## src/rtl/mac_seq_ctrl.sv

```systemverilog
// ============================================================================
// Module   : mac_seq_ctrl
// Purpose  : Sequences operand beats into an external combinational MAC and
//            accumulates the products of one job into a single result.
//            Define ACC_SATURATE_EN to clamp the result instead of wrapping.
// Revision : 1.0 - initial release
// ============================================================================
`default_nettype none

module mac_seq_ctrl #(
    parameter int bw      = 8,
    parameter int pr      = 8,
    parameter int bw_psum = 2*bw+6,
    parameter int bw_out  = 16
) (
    input  logic                 clk,
    input  logic                 reset,
    input  logic                 start,
    input  logic [3:0]           num_chunks,
    input  logic                 in_valid,
    output logic                 in_ready,
    input  logic [pr*bw-1:0]     a_vec,
    input  logic [pr*bw-1:0]     b_vec,
    output logic [pr*bw-1:0]     mac_a,
    output logic [pr*bw-1:0]     mac_b,
    input  logic [bw_psum-1:0]   mac_out,
    output logic                 out_valid,
    input  logic                 out_ready,
    output logic [bw_out-1:0]    out_psum,
    output logic                 busy
);

    localparam int ACC_W = bw_psum + 4;

    typedef enum logic [1:0] {
        S_IDLE  = 2'd0,
        S_ACC   = 2'd1,
        S_DRAIN = 2'd2,
        S_DONE  = 2'd3
    } state_t;

    state_t              state_q, state_d;
    logic [3:0]          n_q, n_d;
    logic [3:0]          cnt_q, cnt_d;
    logic                stage_q, stage_d;
    logic [ACC_W-1:0]    acc_q, acc_d;
    logic [pr*bw-1:0]    mac_a_q, mac_a_d;
    logic [pr*bw-1:0]    mac_b_q, mac_b_d;
    logic [bw_out-1:0]   out_psum_q, out_psum_d;

    logic [ACC_W-1:0]    w_acc_sum;
    logic [3:0]          w_cnt_inc;
    logic [bw_out-1:0]   w_res;

    // The product of a beat arrives one cycle after the beat is registered.
    always_comb begin
        w_acc_sum = acc_q;
        if (stage_q) begin
            w_acc_sum = acc_q + {{(ACC_W-bw_psum){mac_out[bw_psum-1]}}, mac_out};
        end
    end

    assign w_cnt_inc = cnt_q + 4'd1;

`ifdef ACC_SATURATE_EN
    logic [ACC_W-bw_out:0] w_top;
    assign w_top = w_acc_sum[ACC_W-1:bw_out-1];

    // Result fits when every bit above the output sign bit repeats it.
    always_comb begin
        if ((&w_top) || (~|w_top)) begin
            w_res = w_acc_sum[bw_out-1:0];
        end else begin
            w_res = {w_acc_sum[ACC_W-1], {(bw_out-1){~w_acc_sum[ACC_W-1]}}};
        end
    end
`else
    assign w_res = w_acc_sum[bw_out-1:0];
`endif

    always_comb begin
        state_d    = state_q;
        n_d        = n_q;
        cnt_d      = cnt_q;
        stage_d    = 1'b0;
        acc_d      = w_acc_sum;
        mac_a_d    = mac_a_q;
        mac_b_d    = mac_b_q;
        out_psum_d = out_psum_q;

        case (state_q)
            S_IDLE: begin
                if (start && (num_chunks != 4'd0)) begin
                    state_d = S_ACC;
                    n_d     = num_chunks;
                    cnt_d   = 4'd0;
                    acc_d   = '0;
                end
            end
            S_ACC: begin
                if (in_valid) begin
                    mac_a_d = a_vec;
                    mac_b_d = b_vec;
                    stage_d = 1'b1;
                    cnt_d   = w_cnt_inc;
                    if (w_cnt_inc == n_q) begin
                        state_d = S_DRAIN;
                    end
                end
            end
            S_DRAIN: begin
                state_d    = S_DONE;
                out_psum_d = w_res;
            end
            S_DONE: begin
                if (out_ready) begin
                    state_d = S_IDLE;
                end
            end
            default: state_d = S_IDLE;
        endcase
    end

    always_ff @(posedge clk) begin
        if (reset) begin
            state_q    <= S_IDLE;
            n_q        <= 4'd0;
            cnt_q      <= 4'd0;
            stage_q    <= 1'b0;
            acc_q      <= '0;
            mac_a_q    <= '0;
            mac_b_q    <= '0;
            out_psum_q <= '0;
        end else begin
            state_q    <= state_d;
            n_q        <= n_d;
            cnt_q      <= cnt_d;
            stage_q    <= stage_d;
            acc_q      <= acc_d;
            mac_a_q    <= mac_a_d;
            mac_b_q    <= mac_b_d;
            out_psum_q <= out_psum_d;
        end
    end

    assign in_ready  = (state_q == S_ACC);
    assign out_valid = (state_q == S_DONE);
    assign busy      = (state_q != S_IDLE);
    assign mac_a     = mac_a_q;
    assign mac_b     = mac_b_q;
    assign out_psum  = out_psum_q;

endmodule

`default_nettype wire

```

## config.mk

```make
export PLATFORM = sky130hd
export DESIGN_NAME = mac_seq_ctrl
export DESIGN_NICKNAME = d
export VERILOG_FILES = /design/src/rtl/mac_seq_ctrl.sv
export SDC_FILE = /design/constraint.sdc
export NUM_CORES = 1
export LEC_CHECK = 0
export CAP_MARGIN = 20
export CORE_UTILIZATION = 45
export DETAILED_ROUTE_END_ITERATION = 10
export PLACE_DENSITY_LB_ADDON = 0.3
export REMOVE_ABC_BUFFERS = 1
export SLEW_MARGIN = 20
export SYNTH_ARGS = -nofsm -noshare
export SYNTH_HDL_FRONTEND = slang
export SYNTH_SLANG_ARGS = --single-unit
```

## constraint.sdc

```tcl
create_clock -name clk -period 3.55 [get_ports clk]
set_input_delay 0.355 -clock clk [delete_from_list [all_inputs] [get_ports clk]]
set_output_delay 0.355 -clock clk [all_outputs]
set_load 0.05 [all_outputs]
```

After elaboration in Yosys (flattened, before gate mapping) --
Index checks and enable logic that the tools add are counted.
Word-level totals: input bits 159, logic and storage cells 41, output and inout bits 147, register bits after elaboration 181
Cells by class: bitwise gates (word level) 1, equality and inequality tests 8, mux-type cells 12, reductions and logical operators 10, add/subtract/negate cells 2
Operators by type and width (count):
- two-way mux 26 bit | 3
- adder 26 bit | 1
- two-way mux 2 bit | 4
- two-way mux 4 bit | 2
- case mux 2 bit (4 select lines) | 1
- case mux 4 bit (2 select lines) | 1
- adder 4 x 1 -> 4 bit, second input constant | 1
- equality test 2 bit, second input constant | 2
- equality test 4 bit | 1
- != test 2 x 1 -> 1 bit, second input constant | 2
- != test 2 bit, second input constant | 2
- AND reduction 2 bit | 2
- AND reduction 4 bit | 1
- nonzero test 2 bit | 2
- nonzero test 4 bit | 1
- AND reduction 3 bit | 1
- equality test 2 x 1 -> 1 bit, second input constant | 1
- zero test 2 bit | 1
- OR reduction 2 bit | 1
- logical AND 1 bit | 1
- two-way mux 1 bit | 1
- NOT 1 bit | 1

Depth between registers and ports, before layout --
word-level depth 5, mapped depth 9

Worst setup path before layout --
Ideal clock, no wire load.
kind input to register, start input mac_out[6], end register out_psum_q[15], in the netlist out_psum[15], required time 3423 ps, stages 8, path slack 1160 ps, buffers on the path 0, arrival 2263 ps, path through ha_1 -> a211o_1 -> a211oi_2 -> nor2_1 -> o31a_1 -> a211o_1 -> nor4bb_1 -> or3_1
On the way: word-level cells in the longest chain between the ends 2
RTL lines:
- start, declared | RTL line 26 | input logic [bw_psum-1:0] mac_out,
- adder 26 bit | RTL line 59 | w_acc_sum = acc_q + {{(ACC_W-bw_psum){mac_out[bw_psum-1]}}, mac_out};
- two-way mux 26 bit | RTL line 58 | if (stage_q) begin
- end signal, assigned | RTL line 142 | out_psum_q <= out_psum_d;
- end, declared | RTL line 49 | logic [bw_out-1:0] out_psum_q, out_psum_d;
No other way between the ends. A chain may end at the register's enable or synchronous reset.

Worst setup path after layout --
Same ends and word-level chain as after synthesis.

==> results by group <==
Outcome
  • Run status: finished, final reports clean

Critical path
  • Sort of element at the start of the critical path: primary input
  • Kind of end point of the critical path: flip-flop
  • Depth of the worst register-to-register path: 8
  • Register-to-register setup slack: 1.06 ns
  • CP peak stage delay: 0.42 ns
  • Crit path max-delay cell type: sky130_fd_sc_hd__clkdlybuf4s50_1
  • Cell mode on critical path: sky130_fd_sc_hd__a211o_1
  • Crit-path cells: clkdlybuf4s50_1 > ha_1 > a211o_1 > a211oi_2 > nor2_1 > o31a_1 > a211o_1 > nor4bb_1 > or3_1
  • Startpoint-to-endpoint class of the critical path: primary input to flip-flop
  • CP required: 3.85 ns
  • Worst EP arrival: 2.86 ns
  • Maximum fanout along the worst path: 6

Die
  • Effective utilization at floorplan: 0.464
  • Full die area: 15500 um2
  • Count of boundary I/O pins: 306
  • Total core area: 14600 um2
  • Die outline width: 125 um
  • Y dimension of the die: 125 um
  • Site row count: 44

Yosys
  • Post-synth EDFFs: 0
  • Syn. warnings: 0
  • Top_reg_cell synth: sky130_fd_sc_hd__dfxtp_1
  • Synth area leader: sky130_fd_sc_hd__dfxtp_1
  • Combinational family with the most area after synthesis: simple AND/OR/NAND/NOR gates
  • Main area contributors after synthesis: sky130_fd_sc_hd__dfxtp_1 51%, sky130_fd_sc_hd__nand2_1 15%, sky130_fd_sc_hd__a21oi_1 11%
  • Most numerous cell in the Yosys netlist: sky130_fd_sc_hd__nand2_1
  • Synthesized area per cell: 8.04 um2
  • Portion of the post-synthesis area used by sequential elements: 0.506
  • Syn Inst Count: 842
  • Post-Synthesis Cell Area: 6770 um2
  • Number of distinct library cell variants in the gate-level netlist after synthesis: 46
  • Post-synthesis register bit count: 171
  • Commonest cells in the netlist: 274 x sky130_fd_sc_hd__nand2_1, 171 x sky130_fd_sc_hd__dfxtp_1, 151 x sky130_fd_sc_hd__a21oi_1
  • Async set-reset flop share out of synthesis: 0
  • Proportion of synthesized area in mux cells: 0.0238
  • Synth Area in Compound Gates: 0.165
  • Xor/xnor cell area share of the yosys netlist: 0.0181
  • Simple-gate area share of the yosys netlist: 0.209
  • Adder and majority cell fraction of the synthesized area: 0.0418
  • Share of Yosys cell area claimed by the top area cell type: 0.506

STA
  • Setup repair after global routing missed its margin: false
  • Tightest Pin Transition: 0.770 ns
  • Number of hold violations in the final report: 0
  • Highest achievable clock rate: 390 MHz
  • Max-slew headroom: 0.486
  • Number of max-slew violations in the final report: 0
  • Layout Skew: 0.00857 ns
  • Number of setup violations in the final report: 0
  • Min Clock Period, post-route: 2.56 ns
  • Hold Slack: 0.445 ns
  • Ratio of final minimum period to clock period: 0.722

Clock network
  • Hold-fix buffers at CTS: 0
  • Clock latency on the worst-skew pair: 0.42 ns
  • Total clock buffers created by CTS: 17
  • Clock root buffer: sky130_fd_sc_hd__clkbuf_16
  • H-Tree Level Count: 4
  • CTS tree: yes
  • Post CTS Setup Buffer Count: 0
  • CTS sink cnt: 171
  • Worst-path clk slew: 0.06 ns
  • Cells resized by post-CTS repair: 0
  • Longest Clk Path Bufs: 2

Global routing
  • Wire length of the first global-routing pass: 32200 um
  • Pin count of the biggest net entering global routing: 129
  • Number of antenna violations at the first check in global routing: 0
  • Remaining Overflow, GRT: 0
  • Via count of the first global-routing pass: 6292
  • Global router's overall resource usage: 0.261

Hold path
  • Cell depth of the worst hold path: 2
  • Class of the most critical hold timing path: primary input to flip-flop

Pwr
  • Power per cell area: 670 nW/um2
  • IR drop worst, VDD: 503 uV
  • Standby leakage power: 3.75 nW

Placement
  • RD Place Congestion: 0.842
  • DP Wirelength: 14300 um
  • Port Buf Inserts: 299
  • Cell Area, Placed: 9860 um2

Detailed routing
  • Via-to-Cell Ratio: 5.06
  • Number of nets with antenna violations after detailed routing: 0
  • Total length of routed wires: 20300 um
  • Detailed-route via count: 6612
  • Pre-Repair DR Iteration Count: 5
  • DRC: 0
  • Mean routed wirelength per cell: 15.5 um
  • Starting DRC count in detailed routing: 375

Finish
  • Antenna diode count: 0
  • Final core utilization: 0.716
  • Post-route design area: 10400 um2
  • Layout Area Growth over Synthesis: 54.4%
  • Fin nets: 1291
  • Layout cell share with drive strength beyond 1: 0.0383

Flow run
  • Maximum Capacitance Violations: 0
layout by cell type (no fill, tap or decap), types with 3 or more instances in the layout:
cell	n
sky130_fd_sc_hd__inv_1	6
sky130_fd_sc_hd__nor2b_1	3
sky130_fd_sc_hd__o21ai_0	5
sky130_fd_sc_hd__mux2i_1	15
sky130_fd_sc_hd__xnor2_1	12
sky130_fd_sc_hd__clkbuf_16	17
sky130_fd_sc_hd__nor3b_1	3
sky130_fd_sc_hd__a211oi_1	15
sky130_fd_sc_hd__clkdlybuf4s50_1	298
sky130_fd_sc_hd__nor3_1	7
sky130_fd_sc_hd__ha_1	21
sky130_fd_sc_hd__o21a_1	3
sky130_fd_sc_hd__buf_4	6
sky130_fd_sc_hd__nand3_1	7
sky130_fd_sc_hd__nand2_1	273
sky130_fd_sc_hd__clkinv_4	4
sky130_fd_sc_hd__o21ai_1	6
sky130_fd_sc_hd__a21oi_1	151
sky130_fd_sc_hd__a21o_1	5
sky130_fd_sc_hd__nand2b_1	4
sky130_fd_sc_hd__clkinvlp_4	3
sky130_fd_sc_hd__nor2_1	44
sky130_fd_sc_hd__dfxtp_1	171
cell families (layout without fill, tap and decap cells):
| group | Yosys count | after routing |
|---|---|---|
| adders and majority gates | 22 | 22 |
| AOI/OAI and AO/OA | 201 | 201 |
| xor gates and xnor gates | 14 | 14 |
| DFF | 171 | 171 |
| and+or+nand+nor | 354 | 354 |
| muxes | 16 | 16 |
| buffers and inverters | 64 | 345 |
metal layers:
layer | vias up | routed length, um | track usage
li1 | 3333 | - | -
met1 | 3000 | 8160 | 0.294
met2 | 232 | 9780 | 0.443
met3 | 47 | 1490 | 0.0816
met4 | 0 | 880 | 0.134
met5 | - | 0 | 0
area by class of cell:
class,count,area [um2]
clock buffers,20,447
clock inverters,12,140
repair buffers,306,3070
well taps,184,230
inverters,7,26.3
fillers,1135,4140
multi-input cells,607,3110
flip-flops and latches,171,3420
sequential cells by signal, indices dropped and copies added (netlist names):
| register | flops |
|---|---|
| stage_q | 1 |
| mac_a | 64 |
| cnt_q | 4 |
| n_q | 4 |
| mac_b | 64 |
| out_psum | 16 |
| acc_q | 16 |
| state_q | 2 |
critical path: cells and delay by family:
kind | cells | cell delay [ns]
adders and majority gates | 1 | 0.38
AOI/OAI and AO/OA | 4 | 1.10
buffers and inverters | 1 | 0.42
and+or+nand+nor | 3 | 0.61
path summary, 6_finish.rpt:
check / start / to
max reg2reg: acc_q[6] / out_psum[15]
max: mac_out[6] / out_psum[15]
min: reset / cnt_q[0]
min reg2reg: mac_a[47] / mac_a[47]
through the flow:
stage	power (mW)	setup WS [ns]	TNS (ns)	instances
2_1_floorplan	4.20	-0.597	-4.79	785
3_3_place_gp	5.16	0.587	0	1275
3_5_place_dp	5.20	0.579	0	1275
4_1_cts	7.05	1.01	0	1307
5_1_grt	7.33	0.783	0	1307
6_report	7.00	0.986	0	1307
power by group:
group          switching, mW  leakage (nW)  internal, mW
clock network          0.782         0.277          1.06
registers              0.158          1.39          2.22
logic                   1.83          2.09         0.957
total                   2.77          3.75          4.24
No activity file was read; power rests on OpenSTA's default activity.
